===== config.mk =====
export PLATFORM = sky130hd
export DESIGN_NAME = spectrum_upload_framer
export DESIGN_NICKNAME = d
export VERILOG_FILES = /design/src/rtl/spectrum_upload_framer.sv
export SDC_FILE = /design/constraint.sdc
export NUM_CORES = 2
export LEC_CHECK = 0
export BUFFER_PORTS_ARGS = -buffer_cell sky130_fd_sc_hd__clkbuf_2
export CAP_MARGIN = 20
export CORE_ASPECT_RATIO = 1.25
export CORE_MARGIN = 2
export CORE_UTILIZATION = 65
export DETAILED_ROUTE_END_ITERATION = 7
export PLACE_DENSITY_LB_ADDON = 0.05
export SYNTH_ARGS = -nofsm -noshare
export SYNTH_HDL_FRONTEND = slang
export SYNTH_SLANG_ARGS = --single-unit

===== constraint.sdc =====
create_clock -name clk_i -period 18.36 [get_ports clk_i]
set_input_delay 1.836 -clock clk_i [delete_from_list [all_inputs] [get_ports clk_i]]
set_output_delay 1.836 -clock clk_i [all_outputs]
set_load 0.01 [all_outputs]

===== src/rtl/spectrum_upload_framer.sv =====
// Upload framer for the accumulated power spectrum: drains n_bins*n_points FIFO words
// and streams them as header, payload and XOR checksum words on the 64-bit host port.
module spectrum_upload_framer #(
    parameter int          DATA_W    = 64,
    parameter logic [15:0] HDR_MAGIC = 16'hA55A,
    parameter int          TIMEOUT   = 1024
) (
    input  logic              clk_i,
    input  logic              rst_i,
    input  logic              start_i,
    input  logic [15:0]       n_bins_i,
    input  logic [15:0]       n_points_i,
    input  logic [15:0]       group_id_i,
    output logic              fifo_rd_en_o,
    input  logic [DATA_W-1:0] fifo_dout_i,
    input  logic              fifo_empty_i,
    output logic [DATA_W-1:0] y_o,
    output logic              valid_o,
    output logic              busy_o,
    output logic              done_o,
    output logic              err_o
);
    localparam int CNT_W = $clog2(TIMEOUT + 1);

    typedef enum logic [2:0] {
        S_IDLE, S_HDR0, S_HDR1, S_PAYLOAD, S_TAIL, S_DONE
    } state_t;

    state_t            state_q, state_d;
    logic [15:0]       n_bins_q, n_bins_d;
    logic [15:0]       n_points_q, n_points_d;
    logic [15:0]       group_q, group_d;
    logic [31:0]       total_q, total_d;
    logic [31:0]       reads_q, reads_d;
    logic [31:0]       words_q, words_d;
    logic [CNT_W-1:0]  empty_q, empty_d;
    logic [DATA_W-1:0] csum_q, csum_d;
    logic [DATA_W-1:0] y_q, y_d;
    logic              sel_fifo_q, sel_fifo_d;
    logic              valid_q, valid_d;
    logic              busy_q, busy_d;
    logic              done_q, done_d;
    logic              err_q, err_d;

    logic              need_read;
    logic              rd_en;
    logic [31:0]       words_nx;
    logic [DATA_W-1:0] csum_nx;
    logic [DATA_W-1:0] hdr0_word;

    assign hdr0_word = DATA_W'({HDR_MAGIC, group_q, n_bins_q, n_points_q});

    // The first read goes out during HDR1 so the payload follows the header without a bubble.
    assign need_read = (reads_q < total_q) && !err_q;
    assign rd_en     = ((state_q == S_HDR1) || (state_q == S_PAYLOAD)) && need_read && !fifo_empty_i;
    assign words_nx  = words_q + {31'b0, sel_fifo_q};
    assign csum_nx   = sel_fifo_q ? (csum_q ^ fifo_dout_i) : csum_q;

    // Payload words are passed straight from the FIFO read port for single-cycle latency.
    assign y_o          = sel_fifo_q ? fifo_dout_i : ((state_q == S_HDR0) ? hdr0_word : y_q);
    assign valid_o      = valid_q;
    assign busy_o       = busy_q;
    assign done_o       = done_q;
    assign err_o        = err_q;
    assign fifo_rd_en_o = rd_en;

    always_comb begin
        state_d    = state_q;
        n_bins_d   = n_bins_q;
        n_points_d = n_points_q;
        group_d    = group_q;
        total_d    = total_q;
        reads_d    = reads_q;
        words_d    = words_q;
        empty_d    = empty_q;
        csum_d     = csum_q;
        y_d        = y_o;
        sel_fifo_d = 1'b0;
        valid_d    = 1'b0;
        busy_d     = busy_q;
        done_d     = 1'b0;
        err_d      = err_q;

        case (state_q)
            S_IDLE: begin
                if (start_i) begin
                    n_bins_d   = n_bins_i;
                    n_points_d = n_points_i;
                    group_d    = group_id_i;
                    total_d    = 32'(n_bins_i) * 32'(n_points_i);
                    reads_d    = 32'd0;
                    words_d    = 32'd0;
                    empty_d    = '0;
                    csum_d     = '0;
                    err_d      = 1'b0;
                    valid_d    = 1'b1;
                    busy_d     = 1'b1;
                    state_d    = S_HDR0;
                end
            end
            S_HDR0: begin
                y_d     = DATA_W'({total_q, 32'h0});
                valid_d = 1'b1;
                state_d = S_HDR1;
            end
            S_HDR1: begin
                if (total_q == 32'd0) begin
                    y_d     = csum_q;
                    valid_d = 1'b1;
                    state_d = S_TAIL;
                end else begin
                    reads_d    = reads_q + {31'b0, rd_en};
                    sel_fifo_d = rd_en;
                    valid_d    = rd_en;
                    state_d    = S_PAYLOAD;
                end
            end
            S_PAYLOAD: begin
                reads_d    = reads_q + {31'b0, rd_en};
                sel_fifo_d = rd_en;
                valid_d    = rd_en;
                words_d    = words_nx;
                csum_d     = csum_nx;
                if (rd_en) begin
                    empty_d = '0;
                end else if (need_read && fifo_empty_i && (empty_q != CNT_W'(TIMEOUT))) begin
                    empty_d = empty_q + CNT_W'(1);
                end
                if (empty_d == CNT_W'(TIMEOUT)) begin
                    err_d = 1'b1;
                end
                // A timeout only fires on a cycle with no read issued, so nothing is left in flight.
                if ((words_nx == total_q) || err_d) begin
                    y_d        = csum_nx;
                    valid_d    = 1'b1;
                    sel_fifo_d = 1'b0;
                    state_d    = S_TAIL;
                end
            end
            S_TAIL: begin
                done_d  = 1'b1;
                state_d = S_DONE;
            end
            S_DONE: begin
                busy_d  = 1'b0;
                state_d = S_IDLE;
            end
            default: begin
                busy_d  = 1'b0;
                state_d = S_IDLE;
            end
        endcase
    end

    always_ff @(posedge clk_i or posedge rst_i) begin
        if (rst_i) begin
            state_q    <= S_IDLE;
            n_bins_q   <= '0;
            n_points_q <= '0;
            group_q    <= '0;
            total_q    <= '0;
            reads_q    <= '0;
            words_q    <= '0;
            empty_q    <= '0;
            csum_q     <= '0;
            y_q        <= '0;
            sel_fifo_q <= 1'b0;
            valid_q    <= 1'b0;
            busy_q     <= 1'b0;
            done_q     <= 1'b0;
            err_q      <= 1'b0;
        end else begin
            state_q    <= state_d;
            n_bins_q   <= n_bins_d;
            n_points_q <= n_points_d;
            group_q    <= group_d;
            total_q    <= total_d;
            reads_q    <= reads_d;
            words_q    <= words_d;
            empty_q    <= empty_d;
            csum_q     <= csum_d;
            y_q        <= y_d;
            sel_fifo_q <= sel_fifo_d;
            valid_q    <= valid_d;
            busy_q     <= busy_d;
            done_q     <= done_d;
            err_q      <= err_d;
        end
    end
endmodule

Yosys cells after proc, flatten, opt, wreduce, memory -nomap -nowiden --
Index checks and enable logic that the tools add are counted.
Operators by class: $add $sub $neg 3, multipliers 1, $lt $le $gt $ge 1, equal/unequal tests 10, mux-type cells 35, bitwise gates (word level) 2, reductions and logical operators 19
Operators by type and width (count):
- 64-bit two-way mux | 6
- 64-bit case mux with 3 select lines | 1
- 64-bit case mux with 2 select lines | 1
- 32-bit case mux with 3 select lines | 1
- 32-bit by 1-bit adder with 32-bit output | 2
- 32-bit two-way mux | 2
- 32-bit case mux with 2 select lines | 1
- 64-bit bitwise XOR | 1
- 11-bit two-way mux | 4
- 32-bit equality test | 1
- 32-bit zero test | 1
- 32-bit < comparator | 1
- 16-bit by 16-bit multiplier with 32-bit output | 1
- 11-bit case mux with 2 select lines | 1
- 3-bit case mux with 5 select lines | 1
- 11-bit by 1-bit adder with 11-bit output (second input constant) | 1
- 11-bit equality test (second input constant) | 1
- 11-bit != test (second input constant) | 1
- 1-bit two-way mux | 10
- 3-bit two-way mux | 3
- 2-bit AND reduction | 4
- 3-bit by 2-bit equality test with 1-bit output (second input constant) | 2
- 1-bit case mux with 2 select lines | 3
- 1-bit logical AND | 5
- 13 further kinds | 16
Storage, ports and cells: flip-flop bits (word level) 291, input bits 116, output and inout bits 69

Depth between registers and ports, before layout --
word-level depth 13, gate-level depth with buffers 26, gate-level depth less buffers 24

Worst setup path after synthesis --
Ideal clock, no wire load.
path kind input to register, start point in n_points_i[7], end point reg total_q[31], library setup time 0.137 ns, arrival 7.575 ns, data required time 18.223 ns, slack 10.648 ns, cell stages on the path 25, cells stage by stage clkbuf_1 nand2_1 fa_1 inv_1 fa_1 inv_1 fa_1 inv_1 fa_1 fa_1 inv_1 fa_1 inv_1 ha_1 clkbuf_1 a222oi_1 nor4b_1 o211ai_1 o2111ai_1 a21oi_1 o2111ai_1 a21oi_1 a211oi_1 xnor2_1 o21ai_0
Between the ends: longest elaborated chain between the ends 1
Ends and longest elaborated chain:
- start, declared | line 12 | input logic [15:0] n_points_i,
- 16-bit by 16-bit multiplier with 32-bit output | line 90 | total_d = 32'(n_bins_i) * 32'(n_points_i);
- end signal, assigned | line 177 | total_q <= total_d;
- end, declared | line 33 | logic [31:0] total_q, total_d;
Every way passes these cells. A chain may end at the register's enable or synchronous reset.

Final worst setup path --
start point in n_bins_i[10], end point reg total_q[31]
Between the ends: longest elaborated chain between the ends 1
Ends and longest elaborated chain:
- start, declared | line 11 | input logic [15:0] n_bins_i,
- 16-bit by 16-bit multiplier with 32-bit output | line 90
Every way passes these cells.

==> impl.org <==
** Clock tree
- Maximum buffer depth of the clock tree :: 3
- The H-tree was split into 2 levels.
- The cell sitting at the root of the clock tree is a sky130_fd_sc_hd__clkbuf_16.
- The clock reaches the later pin of the worst-skew pair after ~0.54 ns.
- Number of instances resized during post-cts repair :: 0
- TritonCTS built the clock tree.
- Buffers inserted to repair hold after CTS numbered 0.
- Number of buffers inserted by post-CTS setup repair :: 0
- Sink Count :: 291
- TritonCTS Buffers :: 34
- Clock-pin slew was measured on the worst setup and hold paths at 0.06 ns.

** STA
- The smallest clock period supported by the final layout is computed as 8.024 ns.
- At the pin with the least slew margin, the transition time is between 1 and 1.5 ns.
- Total count of max-transition violations in the final report :: 0
- In this run the tightest slew margin relative to its limit is 0.2672.
- Total negative slack for setup checks :: 0 ns
- The hold violation total from the final report came to 0.
- Setup repair after global routing missed its margin :: false
- Timing would allow up to 124.6 MHz.
- Largest clock skew in the final design :: 0.03009 ns
- In the finished design, the share of the clock period the worst path needs comes to 0.4370.
- Number of endpoints failing setup at the final stage :: 0

** Yosys
- Post-Synthesis Cells :: 3107
- Fraction of the mapped netlist area in simple logic gates :: 0.1747
- The post-synthesis compound-gate area fraction was 0.1758.
- Fraction of synthesized cell area in xor and xnor cells :: 0.05392
- Yosys attributes the largest share of cell area to sky130_fd_sc_hd__dfrtp_1 (28%), sky130_fd_sc_hd__fa_1 (15%), sky130_fd_sc_hd__nand2_1 (7.8%).
- Counting flops with a built-in enable in the synthesized netlist gives 0.
- Synthesis Warnings :: 0
- Sequential area share after synthesis :: 0.2767
- The cell area that synthesis handed to floorplanning was 26320 µm².
- Synthesis instantiated 71 different standard cells from the library.
- Fraction of post-synthesis cell area in the top cell type by area :: 0.2767
- A synthesized cell averages approximately 8.5 µm².
- Synth area leader :: sky130_fd_sc_hd__dfrtp_1
- Top_reg_cell synth :: sky130_fd_sc_hd__dfrtp_1
- Post-synthesis async set-or-reset flop share :: 1.000
- Combinational family with the most area after synthesis :: adder cells
- Post-Synth Adder-Cell Area :: 0.2146
- After synthesis, the share of cell area in mux cells is 0.03010.
- Synthesized netlist net count :: 3558
- Flip-flop and latch count after synthesis :: a little under 300

** GRT
- Total grt overflow :: 0
- For this run, the total global-route usage over all layers was measured as 0.3710.
- The number of antenna violations at the first check in global routing was 2.
- The first global-routing pass estimated 124000 µm of wire.
- Entering global routing, the biggest net connects approximately 170 pins.
- Vias in the first global route :: 23540

** Hold path
- The path class of the tightest hold or removal check is register to register.

** Layout
- Summing all flip-flop and latch instances after layout gives ~7300 µm².
- For this run, the share of the core covered by cells in the final layout is 0.7102.
- Of the cells placed in the final design, the portion with a size suffix greater than 1 is 0.09171.
- Area used by multi-input combinational logic :: between 15000 and 20000 µm²
- From synthesis to final layout, the design area changed by 7.988%.
- Most common library cell in the layout ignoring fill and taps :: sky130_fd_sc_hd__nand2_1
- In the final design database the tool counted 3602 nets.
- FILL cells :: 3242
- In the layout the commonest cells are sky130_fd_sc_hd__nand2_1 (546), sky130_fd_sc_hd__inv_1 (304), sky130_fd_sc_hd__dfrtp_1 (290), sky130_fd_sc_hd__o21ai_0 (274), sky130_fd_sc_hd__fa_1 (194).

** Placement
- Total of buffers placed on input and output ports :: 184
- Once detailed placement completed, the half-perimeter wirelength came to 54320 µm.
- Routability-driven placement finished with a final weighted congestion of 0.9360.

** Worst setup path
- Arrival @ worst endpoint :: 8.39 ns
- Category of the critical setup timing path :: primary input to register
- Critical path's largest stage delay :: 0.54 ns
- STA classifies the critical path startpoint as a primary input.
- Critical path's slowest cell :: sky130_fd_sc_hd__fa_1
- Critical Path, Cell by Cell :: clkbuf_2, and2_1, fa_1, inv_1, fa_1, inv_1, fa_1, fa_1, fa_1, inv_1, fa_1, inv_1, ha_1, a222oi_1, nor4b_1, o211ai_1, o2111ai_1, a21oi_1, o2111ai_1, a21oi_1, a211oi_1, xnor2_1, o21ai_0
- For the worst setup path, the data required time is around 19 ns.
- The cell that appears most often on the critical path is sky130_fd_sc_hd__fa_1.
- STA classifies the critical path endpoint as a register.
- Along the worst path, the maximum fanout reaches 17.

** Status
- Outcome :: finished, final reports clean

** Power and ir drop
- Leakage dissipation :: 13.66 nW
- The worst-case IR drop observed on VDD is 0.1866 mV.
- The completed layout was analyzed and its total power is 0.005084 W.
- Power per cell area :: 178.9 nW/µm²

** Floorplan
- Area enclosed by the die boundary :: 42120 µm²
- Die Height :: 229.0 µm
- From left edge to right edge, the die measures roughly 180 µm.
- CORE AREA :: between 40000 and 50000 µm²
- 185 I/O pins were placed.
- The floorplan has 82 rows.
- The initial utilization of the core area, before any placement, comes to 0.6577.

** Drt
- Avg Vias per Cell :: 6.378
- After the first detailed-routing iteration, the DRC count stood at between 1500 and 2000.
- For this block, the via count after detailed routing is 23460.
- Dividing the detail-routed wire length by the instance count gives 20.92 µm.
- Wires add up to between 70000 and 80000 µm.
- For this run, design rule violations remaining after detail routing come to 0.
- The first TritonRoute pass finished after 6 iterations.
- Remaining antenna violation count :: 0

** Run
- Count of maximum capacitance violations :: 0
## layer usage
layer | routed length [µm] | track usage
met3 | 5258 | 0.05656
met1 | 29160 | 0.4589
met2 | 37730 | 0.6143
met5 | 0 | 0
met4 | 4826 | 0.2213
## metrics by stage
step | hold WS (ns) | worst slack (ns) | cell area (µm²) | cells
2_1_floorplan | 0.4454 | 8.490 | 26320 | 3107
3_3_place_gp | 0.4613 | 10.22 | 27270 | 3617
3_5_place_dp | 0.4638 | 9.885 | 27290 | 3619
4_1_cts | 0.4771 | 10.43 | 28410 | 3677
5_1_grt | 0.4962 | 10.06 | 28420 | 3679
6_report | 0.4797 | 10.34 | 28420 | 3679
## Yosys cell counts (8+ instances only)
cell	n
sky130_fd_sc_hd__o221ai_1	14
sky130_fd_sc_hd__buf_2	11
sky130_fd_sc_hd__nor3_1	31
sky130_fd_sc_hd__a311oi_1	19
sky130_fd_sc_hd__nor4_1	17
sky130_fd_sc_hd__o31ai_1	60
sky130_fd_sc_hd__o22ai_1	11
sky130_fd_sc_hd__fa_1	194
sky130_fd_sc_hd__clkbuf_1	151
sky130_fd_sc_hd__xor2_1	113
sky130_fd_sc_hd__xnor2_1	49
sky130_fd_sc_hd__and2_1	127
sky130_fd_sc_hd__nor2_1	116
sky130_fd_sc_hd__nand4_1	42
sky130_fd_sc_hd__a21o_1	17
sky130_fd_sc_hd__dfrtp_1	291
sky130_fd_sc_hd__a222oi_1	8
sky130_fd_sc_hd__nand2_1	547
sky130_fd_sc_hd__buf_1	23
sky130_fd_sc_hd__a22o_1	14
sky130_fd_sc_hd__a22oi_1	13
sky130_fd_sc_hd__mux2i_1	78
sky130_fd_sc_hd__a21oi_1	161
sky130_fd_sc_hd__a211oi_1	35
sky130_fd_sc_hd__nand3_1	67
sky130_fd_sc_hd__and3_1	15
sky130_fd_sc_hd__a31oi_1	14
sky130_fd_sc_hd__ha_1	141
sky130_fd_sc_hd__a311o_1	24
sky130_fd_sc_hd__inv_1	305
sky130_fd_sc_hd__o21ai_0	274
sky130_fd_sc_hd__nand2b_1	8
## critical path: cells and delay by family
family                     cells  cell delay, ns
adders and majority gates      7            3.38
AOI/OAI and AO/OA              8            1.87
and+or+nand+nor                2            0.66
buffers and inverters          5            0.49
xor gates and xnor gates       1            0.15
## flip-flops by register name (all words and copies together), names as in the netlist, 16 cells and up
register / cells
y_q: 64
reads_q: 32
total_q: 32
group_q: 16
n_bins_q: 16
n_points_q: 16
csum_q: 64
words_q: 32
## area by class of cell
type                    instances  share of cell area
flip-flops and latches        291              0.2564
clock buffers                  48             0.03606
repair buffers                204             0.03839
multi-input cells            2315              0.6029
well taps                     504             0.02219
inverters                     305             0.04055
diodes                          2           0.0001761
clock inverters                10            0.003302
## cells by family after synthesis
family,count (synthesis)
compound gates,731
xor+xnor,162
fa+ha+maj,335
buf+inv,501
flops,291
mux,79
simple gates,1008
## where the power goes
group | total, W | internal (W) | switching [W] | leakage, nW
sequential | 0.00103 | 0.000838 | 0.000196 | 3.84
clock | 0.000687 | 0.000404 | 0.000283 | 0.563
combinational | 0.00336 | 0.00131 | 0.00206 | 9.26
## path summary, 6_finish.rpt
check | to | start | cells after the start | slack (ns)
max in group asynchronous | total_q[28] | rst_i | 3 | 15.48
setup / recovery | total_q[31] | n_bins_i[10] | 23 | 10.34
hold reg to reg | n_bins_q[12] | n_bins_q[12] | 2 | 0.48
setup reg to reg | y_q[6] | sel_fifo_q | 14 | 12.18
min in group asynchronous | group_q[9] | rst_i | 2 | 1.43
hold / removal | n_bins_q[12] | n_bins_q[12] | 2 | 0.48
Note: power is estimated with default switching activity, not from simulation.
